`src/rtl/mem_wb_pipe_pkg.sv`:
```
`default_nettype none
// ============================================================================
// Module      : mem_wb_pipe_pkg
// Description : Shared MEM/WB payload struct and default widths.
// Revision    : 1.0 - initial release
// ============================================================================
package mem_wb_pipe_pkg;

  localparam int DEFAULT_DATA_W = 32;
  localparam int DEFAULT_REG_W  = 5;
  localparam int DEFAULT_CNT_W  = 16;

  typedef struct packed {
    logic [DEFAULT_DATA_W-1:0] read_data;
    logic [DEFAULT_DATA_W-1:0] alu_result;
    logic [DEFAULT_REG_W-1:0]  write_reg;
    logic                      reg_write;
    logic                      mem_to_reg;
  } mem_wb_payload_t;

endpackage
`default_nettype wire

```
`src/rtl/mem_wb_pipe_if.sv`:
```
`default_nettype none
// ============================================================================
// Module      : mem_wb_pipe_if
// Description : MEM-side handshake and WB-side outputs of the MEM/WB register.
// Revision    : 1.0 - initial release
// ============================================================================
interface mem_wb_pipe_if
  import mem_wb_pipe_pkg::*;
#(
  parameter int DATA_W = DEFAULT_DATA_W,
  parameter int REG_W  = DEFAULT_REG_W,
  parameter int CNT_W  = DEFAULT_CNT_W
);
  logic              mem_valid;
  logic              mem_ready;
  logic [DATA_W-1:0] mem_ReadData;
  logic [DATA_W-1:0] mem_AluResult;
  logic [REG_W-1:0]  mem_WriteReg;
  logic              mem_RegWrite;
  logic              mem_MemtoReg;
  logic              flush;
  logic              wb_stall;
  logic              wb_valid;
  logic [DATA_W-1:0] wb_ReadData;
  logic [DATA_W-1:0] wb_AluResult;
  logic [REG_W-1:0]  wb_WriteReg;
  logic              wb_RegWrite;
  logic [DATA_W-1:0] wb_WriteData;
  logic [CNT_W-1:0]  wb_retired;

  modport master (
    output mem_valid, mem_ReadData, mem_AluResult, mem_WriteReg, mem_RegWrite,
           mem_MemtoReg, flush, wb_stall,
    input  mem_ready, wb_valid, wb_ReadData, wb_AluResult, wb_WriteReg,
           wb_RegWrite, wb_WriteData, wb_retired
  );

  modport slave (
    input  mem_valid, mem_ReadData, mem_AluResult, mem_WriteReg, mem_RegWrite,
           mem_MemtoReg, flush, wb_stall,
    output mem_ready, wb_valid, wb_ReadData, wb_AluResult, wb_WriteReg,
           wb_RegWrite, wb_WriteData, wb_retired
  );

endinterface
`default_nettype wire

```
`src/rtl/mem_wb_pipe_skid.sv`:
```
`default_nettype none
// ============================================================================
// Module      : pipe_skid
// Description : One-entry skid buffer; ready is a register meaning "empty".
//               Compiled only when MEM_WB_SKID_EN is defined.
// Revision    : 1.0 - initial release
// ============================================================================
`ifdef MEM_WB_SKID_EN
module pipe_skid
  import mem_wb_pipe_pkg::*;
#(
  parameter type T = mem_wb_payload_t
) (
  input  logic clk,
  input  logic reset,
  input  logic flush,
  input  logic push,
  input  logic pop,
  input  T     in_data,
  output logic out_valid,
  output T     out_data,
  output logic ready
);
  logic skid_valid_q, skid_valid_d;
  logic ready_q, ready_d;
  T     skid_data_q, skid_data_d;

  always_comb begin
    skid_valid_d = skid_valid_q;
    skid_data_d  = skid_data_q;
    if (reset) begin
      skid_valid_d = 1'b0;
      skid_data_d  = '0;
    end else if (flush) begin
      skid_valid_d = 1'b0;
    end else if (push) begin
      skid_valid_d = 1'b1;
      skid_data_d  = in_data;
    end else if (pop) begin
      skid_valid_d = 1'b0;
    end
    ready_d = !skid_valid_d;
  end

  always_ff @(posedge clk) begin
    skid_valid_q <= skid_valid_d;
    skid_data_q  <= skid_data_d;
    ready_q      <= ready_d;
  end

  assign out_valid = skid_valid_q;
  assign out_data  = skid_data_q;
  assign ready     = ready_q;

endmodule
`endif
`default_nettype wire

```
`src/rtl/mem_wb_pipe.sv`:
```
`default_nettype none
// ============================================================================
// Module      : mem_wb_pipe
// Description : MEM/WB pipeline register with valid/ready handshake, flush,
//               retire counter. Optional skid buffer: MEM_WB_SKID_EN.
// Revision    : 1.0 - initial release
// ============================================================================
module mem_wb_pipe
  import mem_wb_pipe_pkg::*;
#(
  parameter int DATA_W = DEFAULT_DATA_W,
  parameter int REG_W  = DEFAULT_REG_W,
  parameter int CNT_W  = DEFAULT_CNT_W
) (
  input  logic         clk,
  input  logic         reset,
  mem_wb_pipe_if.slave bus
);
  // Same layout as mem_wb_payload_t, sized by this instance's parameters.
  typedef struct packed {
    logic [DATA_W-1:0] read_data;
    logic [DATA_W-1:0] alu_result;
    logic [REG_W-1:0]  write_reg;
    logic              reg_write;
    logic              mem_to_reg;
  } payload_t;

  payload_t         w_mem_payload;
  payload_t         w_skid_payload;
  payload_t         wb_data_q, wb_data_d;
  logic             wb_valid_q, wb_valid_d;
  logic [CNT_W-1:0] wb_retired_q, wb_retired_d;
  logic             w_accept, w_retire, w_push, w_pop;

  assign w_mem_payload = '{read_data:  bus.mem_ReadData,
                           alu_result: bus.mem_AluResult,
                           write_reg:  bus.mem_WriteReg,
                           reg_write:  bus.mem_RegWrite,
                           mem_to_reg: bus.mem_MemtoReg};

  assign w_accept = bus.mem_valid && bus.mem_ready;
  assign w_retire = wb_valid_q && !bus.wb_stall && !bus.flush;

`ifdef MEM_WB_SKID_EN
  logic w_skid_valid, w_skid_ready;

  // Accepts landing on a full, stalled output park in the skid entry.
  assign w_push = w_accept && wb_valid_q && bus.wb_stall;
  assign w_pop  = w_skid_valid && !bus.wb_stall && !bus.flush;

  pipe_skid #(.T(payload_t)) u_skid (
    .clk       (clk),
    .reset     (reset),
    .flush     (bus.flush),
    .push      (w_push),
    .pop       (w_pop),
    .in_data   (w_mem_payload),
    .out_valid (w_skid_valid),
    .out_data  (w_skid_payload),
    .ready     (w_skid_ready)
  );

  assign bus.mem_ready = w_skid_ready && !reset;
`else
  assign w_push         = 1'b0;
  assign w_pop          = 1'b0;
  assign w_skid_payload = '0;
  assign bus.mem_ready  = !reset && (!wb_valid_q || !bus.wb_stall);
`endif

  always_comb begin
    wb_valid_d   = wb_valid_q;
    wb_data_d    = wb_data_q;
    wb_retired_d = wb_retired_q;
    if (w_retire) begin
      wb_retired_d = wb_retired_q + CNT_W'(1);
    end
    if (reset) begin
      wb_valid_d   = 1'b0;
      wb_data_d    = '0;
      wb_retired_d = '0;
    end else if (bus.flush) begin
      wb_valid_d = 1'b0;
    end else if (w_pop) begin
      wb_valid_d = 1'b1;
      wb_data_d  = w_skid_payload;
    end else if (w_accept && !w_push) begin
      wb_valid_d = 1'b1;
      wb_data_d  = w_mem_payload;
    end else if (w_retire) begin
      // Data fields intentionally keep stale values.
      wb_valid_d = 1'b0;
    end
  end

  always_ff @(posedge clk) begin
    wb_valid_q   <= wb_valid_d;
    wb_data_q    <= wb_data_d;
    wb_retired_q <= wb_retired_d;
  end

  assign bus.wb_valid     = wb_valid_q;
  assign bus.wb_ReadData  = wb_data_q.read_data;
  assign bus.wb_AluResult = wb_data_q.alu_result;
  assign bus.wb_WriteReg  = wb_data_q.write_reg;
  assign bus.wb_RegWrite  = wb_data_q.reg_write && wb_valid_q;
  assign bus.wb_WriteData = wb_data_q.mem_to_reg ? wb_data_q.read_data
                                                 : wb_data_q.alu_result;
  assign bus.wb_retired   = wb_retired_q;

endmodule
`default_nettype wire

```
`src/flat_wrapper.sv`:
```
// flat-port wrapper written by rule: the top's interface ports become plain ports
module mem_wb_pipe_flat import mem_wb_pipe_pkg::*;
#(
  parameter int DATA_W = DEFAULT_DATA_W,
  parameter int REG_W  = DEFAULT_REG_W,
  parameter int CNT_W  = DEFAULT_CNT_W
)
  (clk, reset, bus_mem_valid, bus_mem_ReadData, bus_mem_AluResult, bus_mem_WriteReg, bus_mem_RegWrite, bus_mem_MemtoReg, bus_flush, bus_wb_stall, bus_mem_ready, bus_wb_valid, bus_wb_ReadData, bus_wb_AluResult, bus_wb_WriteReg, bus_wb_RegWrite, bus_wb_WriteData, bus_wb_retired);
  mem_wb_pipe_if #(.DATA_W(DATA_W), .REG_W(REG_W), .CNT_W(CNT_W)) bus_i ();
  input  logic clk;
  input  logic reset;
  input wire logic [$bits(bus_i.mem_valid)-1:0] bus_mem_valid;
  input wire logic [$bits(bus_i.mem_ReadData)-1:0] bus_mem_ReadData;
  input wire logic [$bits(bus_i.mem_AluResult)-1:0] bus_mem_AluResult;
  input wire logic [$bits(bus_i.mem_WriteReg)-1:0] bus_mem_WriteReg;
  input wire logic [$bits(bus_i.mem_RegWrite)-1:0] bus_mem_RegWrite;
  input wire logic [$bits(bus_i.mem_MemtoReg)-1:0] bus_mem_MemtoReg;
  input wire logic [$bits(bus_i.flush)-1:0] bus_flush;
  input wire logic [$bits(bus_i.wb_stall)-1:0] bus_wb_stall;
  output wire logic [$bits(bus_i.mem_ready)-1:0] bus_mem_ready;
  output wire logic [$bits(bus_i.wb_valid)-1:0] bus_wb_valid;
  output wire logic [$bits(bus_i.wb_ReadData)-1:0] bus_wb_ReadData;
  output wire logic [$bits(bus_i.wb_AluResult)-1:0] bus_wb_AluResult;
  output wire logic [$bits(bus_i.wb_WriteReg)-1:0] bus_wb_WriteReg;
  output wire logic [$bits(bus_i.wb_RegWrite)-1:0] bus_wb_RegWrite;
  output wire logic [$bits(bus_i.wb_WriteData)-1:0] bus_wb_WriteData;
  output wire logic [$bits(bus_i.wb_retired)-1:0] bus_wb_retired;
  assign bus_i.mem_valid = bus_mem_valid;
  assign bus_i.mem_ReadData = bus_mem_ReadData;
  assign bus_i.mem_AluResult = bus_mem_AluResult;
  assign bus_i.mem_WriteReg = bus_mem_WriteReg;
  assign bus_i.mem_RegWrite = bus_mem_RegWrite;
  assign bus_i.mem_MemtoReg = bus_mem_MemtoReg;
  assign bus_i.flush = bus_flush;
  assign bus_i.wb_stall = bus_wb_stall;
  assign bus_mem_ready = bus_i.mem_ready;
  assign bus_wb_valid = bus_i.wb_valid;
  assign bus_wb_ReadData = bus_i.wb_ReadData;
  assign bus_wb_AluResult = bus_i.wb_AluResult;
  assign bus_wb_WriteReg = bus_i.wb_WriteReg;
  assign bus_wb_RegWrite = bus_i.wb_RegWrite;
  assign bus_wb_WriteData = bus_i.wb_WriteData;
  assign bus_wb_retired = bus_i.wb_retired;
  mem_wb_pipe #(.DATA_W(DATA_W), .REG_W(REG_W), .CNT_W(CNT_W)) u_core (.clk(clk), .reset(reset), .bus(bus_i));
endmodule
```
`config.mk`:
```
export PLATFORM = sky130hd
export DESIGN_NAME = mem_wb_pipe_flat
export DESIGN_NICKNAME = d
export VERILOG_FILES = /design/src/rtl/mem_wb_pipe_pkg.sv /design/src/rtl/mem_wb_pipe_if.sv /design/src/rtl/mem_wb_pipe_skid.sv /design/src/rtl/mem_wb_pipe.sv /design/src/flat_wrapper.sv
export SDC_FILE = /design/constraint.sdc
export NUM_CORES = 1
export LEC_CHECK = 0
export BUFFER_PORTS_ARGS = -buffer_cell sky130_fd_sc_hd__buf_2
export CELL_PAD_IN_SITES_DETAIL_PLACEMENT = 0
export CELL_PAD_IN_SITES_GLOBAL_PLACEMENT = 1
export CORE_MARGIN = 4
export CORE_UTILIZATION = 29
export DETAILED_ROUTE_END_ITERATION = 16
export PLACE_DENSITY = 0.82
export SETUP_SLACK_MARGIN = 0.05
export SYNTH_ARGS = -nofsm -noshare
export SYNTH_HDL_FRONTEND = slang
export SYNTH_SLANG_ARGS = --single-unit
```
`constraint.sdc`:
```
create_clock -name clk -period 1.61 [get_ports clk]
set_input_delay 0.2415 -clock clk [delete_from_list [all_inputs] [get_ports clk]]
set_output_delay 0.2415 -clock clk [all_outputs]
set_load 0.05 [all_outputs]
```
==> flow_summary.toml <==
[power]
power_switching_share = 0.277
ir_worst_vdd_uv = 515
comb_power_share = 0.155
p_clk_frac = 0.398
totalPowerFinal_uw = 5090
internal_power_uw = 3680
p_sw_uw = 1410
seq_power_share = 0.447
p_leak_uw = 0.00251
power_density_nw_per_um2 = 925

[worst_setup_path]
crit_fanout = 12
cp-end-kind = "primary output"
cp_slowest_stage_delay_ps = 400
crit_arrival_ps = 1410
path_cells = "buf_12 -> mux2_2 -> buf_6"
worstPathRequired_ps = 1370
cp_slowest_cell = "dfxtp_4"
start_kind = "flip-flop"
path_class = "flip-flop to primary output"

[floorplanning]
chipHeight_um = 127
start_util = 0.297
rows = 43
boundaryPins = 196
dieArea_um2 = 16200
core_um2 = 13900
die_w_um = 127

[global_routing]
overflow = 0
grt_pass1_vias = 3559
grt_use_total = 0.141
grt_max_degree = 93
antenna_found_initial = 1
grt_pass1_wl_um = 18500

[drt]
postRouteAntennaNets = 0
drt-pass1-iter-count = 4
routedWlPerCell_um = 14.3
post_drt_via_cell_ratio = 4.47
vias = 3649
totalWireLength_um = 11700
drc = 0
drtIter0Drc = 131

[clock_network]
cts_tree = "built"
cts_buffer_depth = 2
cts_hold_buf = 0
root_buffer = "clkbuf_16"
cts.sinks = 88
cts_buffers = 9
clock_latency_ps = 340
clkSlewWorstSetupHoldPaths_ps = 70
cts.htree.levels = 3

[timing]
maxSlewHeadroom = 0.706
layout_setup_ws_ps = -46.5
min_period_ps = 1660
setup-tns-final_ps = -847
layout_worst_path_cycle_share = 1.03
tightest_slew_ps = 441
setup_viol = 32
max_freq_mhz = 604
hold_viol = 0
drv_slew = 0
fin_skew_ps = 7.66
rsz0062_at_grt = "yes"

[outcome]
status = "finished, violations left"
violations = "setup timing"

[yosys]
yosysSeqAreaShare = 0.428
ys_async_sr_fraction = 0
synth_seq_cells = 88
synth_fp_nets = 582
ys_warn_count = 0
synth_top_area_share = 0.428
synthCells = 505
synth-main-ff-cell = "dfxtp_1"
syn_area_um2 = 4120
synth_common_cells = "148 x nand2_1, 88 x dfxtp_1, 74 x a21oi_1"
synth-edff-count = 0
synth.distinct_cells = 26
synth_top_cell_by_area = "dfxtp_1"
yosysMostFrequentCell = "nand2_1"
ys_top_cells_by_area = "dfxtp_1 43%, nand2_1 13%, buf_4 13%"
synth_area_per_cell_um2 = 8.15

[place]
portBuffers = 195
hpwl_um = 7900
gp_congestion = 0.741

[final_layout]
drive_gt1_frac = 0.451
n_antenna_cell = 0
nets = 709
area_growth_pct = 33.7

[run]
drv_cap = 0

[worst_hold_path]
min_path_type = "input pin to flip-flop"
-- registers in the layout, indices dropped and copies added, names as in the netlist --
| signal | count |
|---|---|
| u_core.bus.wb_WriteReg | 5 |
| u_core.bus.wb_AluResult | 32 |
| u_core.bus.wb_ReadData | 32 |
| u_core.bus.wb_retired | 16 |
| u_core.wb_data_q | 2 |
| u_core.bus.wb_valid | 1 |
-- placed cells by master, fill, tap and decap left out, drive strengths merged --
master    Yosys  final
a21oi        74     74
a311oi        1      1
a41o          1      1
and2          1      1
and3          2      2
and4          1      1
and4bb        1      1
buf          71    215
bufinv        0      1
clkbuf       28     11
clkinv        0      2
clkinvlp      0      1
dfxtp        88     88
ha            1      1
inv           1      1
mux2         34     34
nand2       148    148
nand3         6      6
nand4         5      5
nor2         17     17
nor2b         2      2
nor3          5      5
nor3b         1      1
nor4          4      4
or3b          1      1
xnor2        10     10
xor2          2      2
-- power by group through the flow --
stage	clock network (µW)	registers, µW	logic (µW)
CTS	2110	2270	783
global placement	0	2320	738
global route	2190	2280	841
floorplan	0	2320	577
finish	2030	2270	788
detailed placement	0	2320	740
-- repair_timing --
| item | 4_1_cts | 5_1_grt |
|---|---|---|
| hold endpoints to repair | 0 | 0 |
| setup buffers | 0 | 1 |
| gates resized for setup | 58 | 25 |
| cloned | 1 | 0 |
| setup endpoints to repair | 32 | 36 |
| pin swaps | 0 | 1 |
-- path summary, 6_finish.rpt --
| kind | start | end | slack (ps) | cells past startpoint |
|---|---|---|---|---|
| worst min register to register | u_core.bus.wb_WriteReg[4] | u_core.bus.wb_WriteReg[4] | 450 | 2 |
| worst min-delay path | bus_mem_ReadData[29] | u_core.bus.wb_ReadData[29] | 130 | 3 |
| worst max-delay path | u_core.wb_data_q[0] | bus_wb_WriteData[10] | -50 | 3 |
| worst max register to register | u_core.bus.wb_retired[0] | u_core.bus.wb_retired[14] | 130 | 4 |
-- kinds of logic (layout without fill, tap and decap cells) --
family / after synthesis / in the layout / share of synthesized area
AND/OR/NAND/NOR: 194 / 194 / 0.198
buffers and inverters: 100 / 231 / 0.158
flip-flops: 88 / 88 / 0.428
AO/OA/AOI/OAI: 76 / 76 / 0.0945
multiplexers: 34 / 34 / 0.0930
XOR/XNOR: 12 / 12 / 0.0255
adder cells (fa/ha/maj): 1 / 1 / 0.00304
-- cell type report --
type	count	area (µm²)
Inverter	1	3.75
Multi-Input combinational cell	317	1790
Tap cell	180	225
Fill cell	1458	8380
Clock buffer	11	233
Clock inverter	4	47.5
Timing Repair Buffer	215	1410
Sequential cell	88	1800
-- per-layer routing --
layer  global-route usage  part of all wire
met2                0.225              0.46
met3               0.0527             0.076
met1                0.177              0.44
met5                    0            0.0011
met4               0.0448             0.018
-- metrics by stage --
stage / area, µm² / hold slack, ps / util / setup WS, ps / instances
after floorplan: 4150 / 311 / - / 13.4 / 505
after global placement: 4900 / 440 / 0.353 / 33.9 / 799
after detailed placement: 4900 / 444 / 0.353 / 25.1 / 799
after CTS: 5380 / 112 / 0.387 / -96.4 / 815
after global routing: 5500 / 123 / 0.396 / -101 / 816
final: 5500 / 132 / 0.396 / -46.5 / 816
-- worst max-delay path, delay by kind of cell (launching register included) --
| family | cells | cell delay [ps] |
|---|---|---|
| buffers and inverters | 2 | 330 |
| muxes | 1 | 350 |
| DFF | 1 | 400 |
Note: power is estimated with default switching activity, not from simulation.
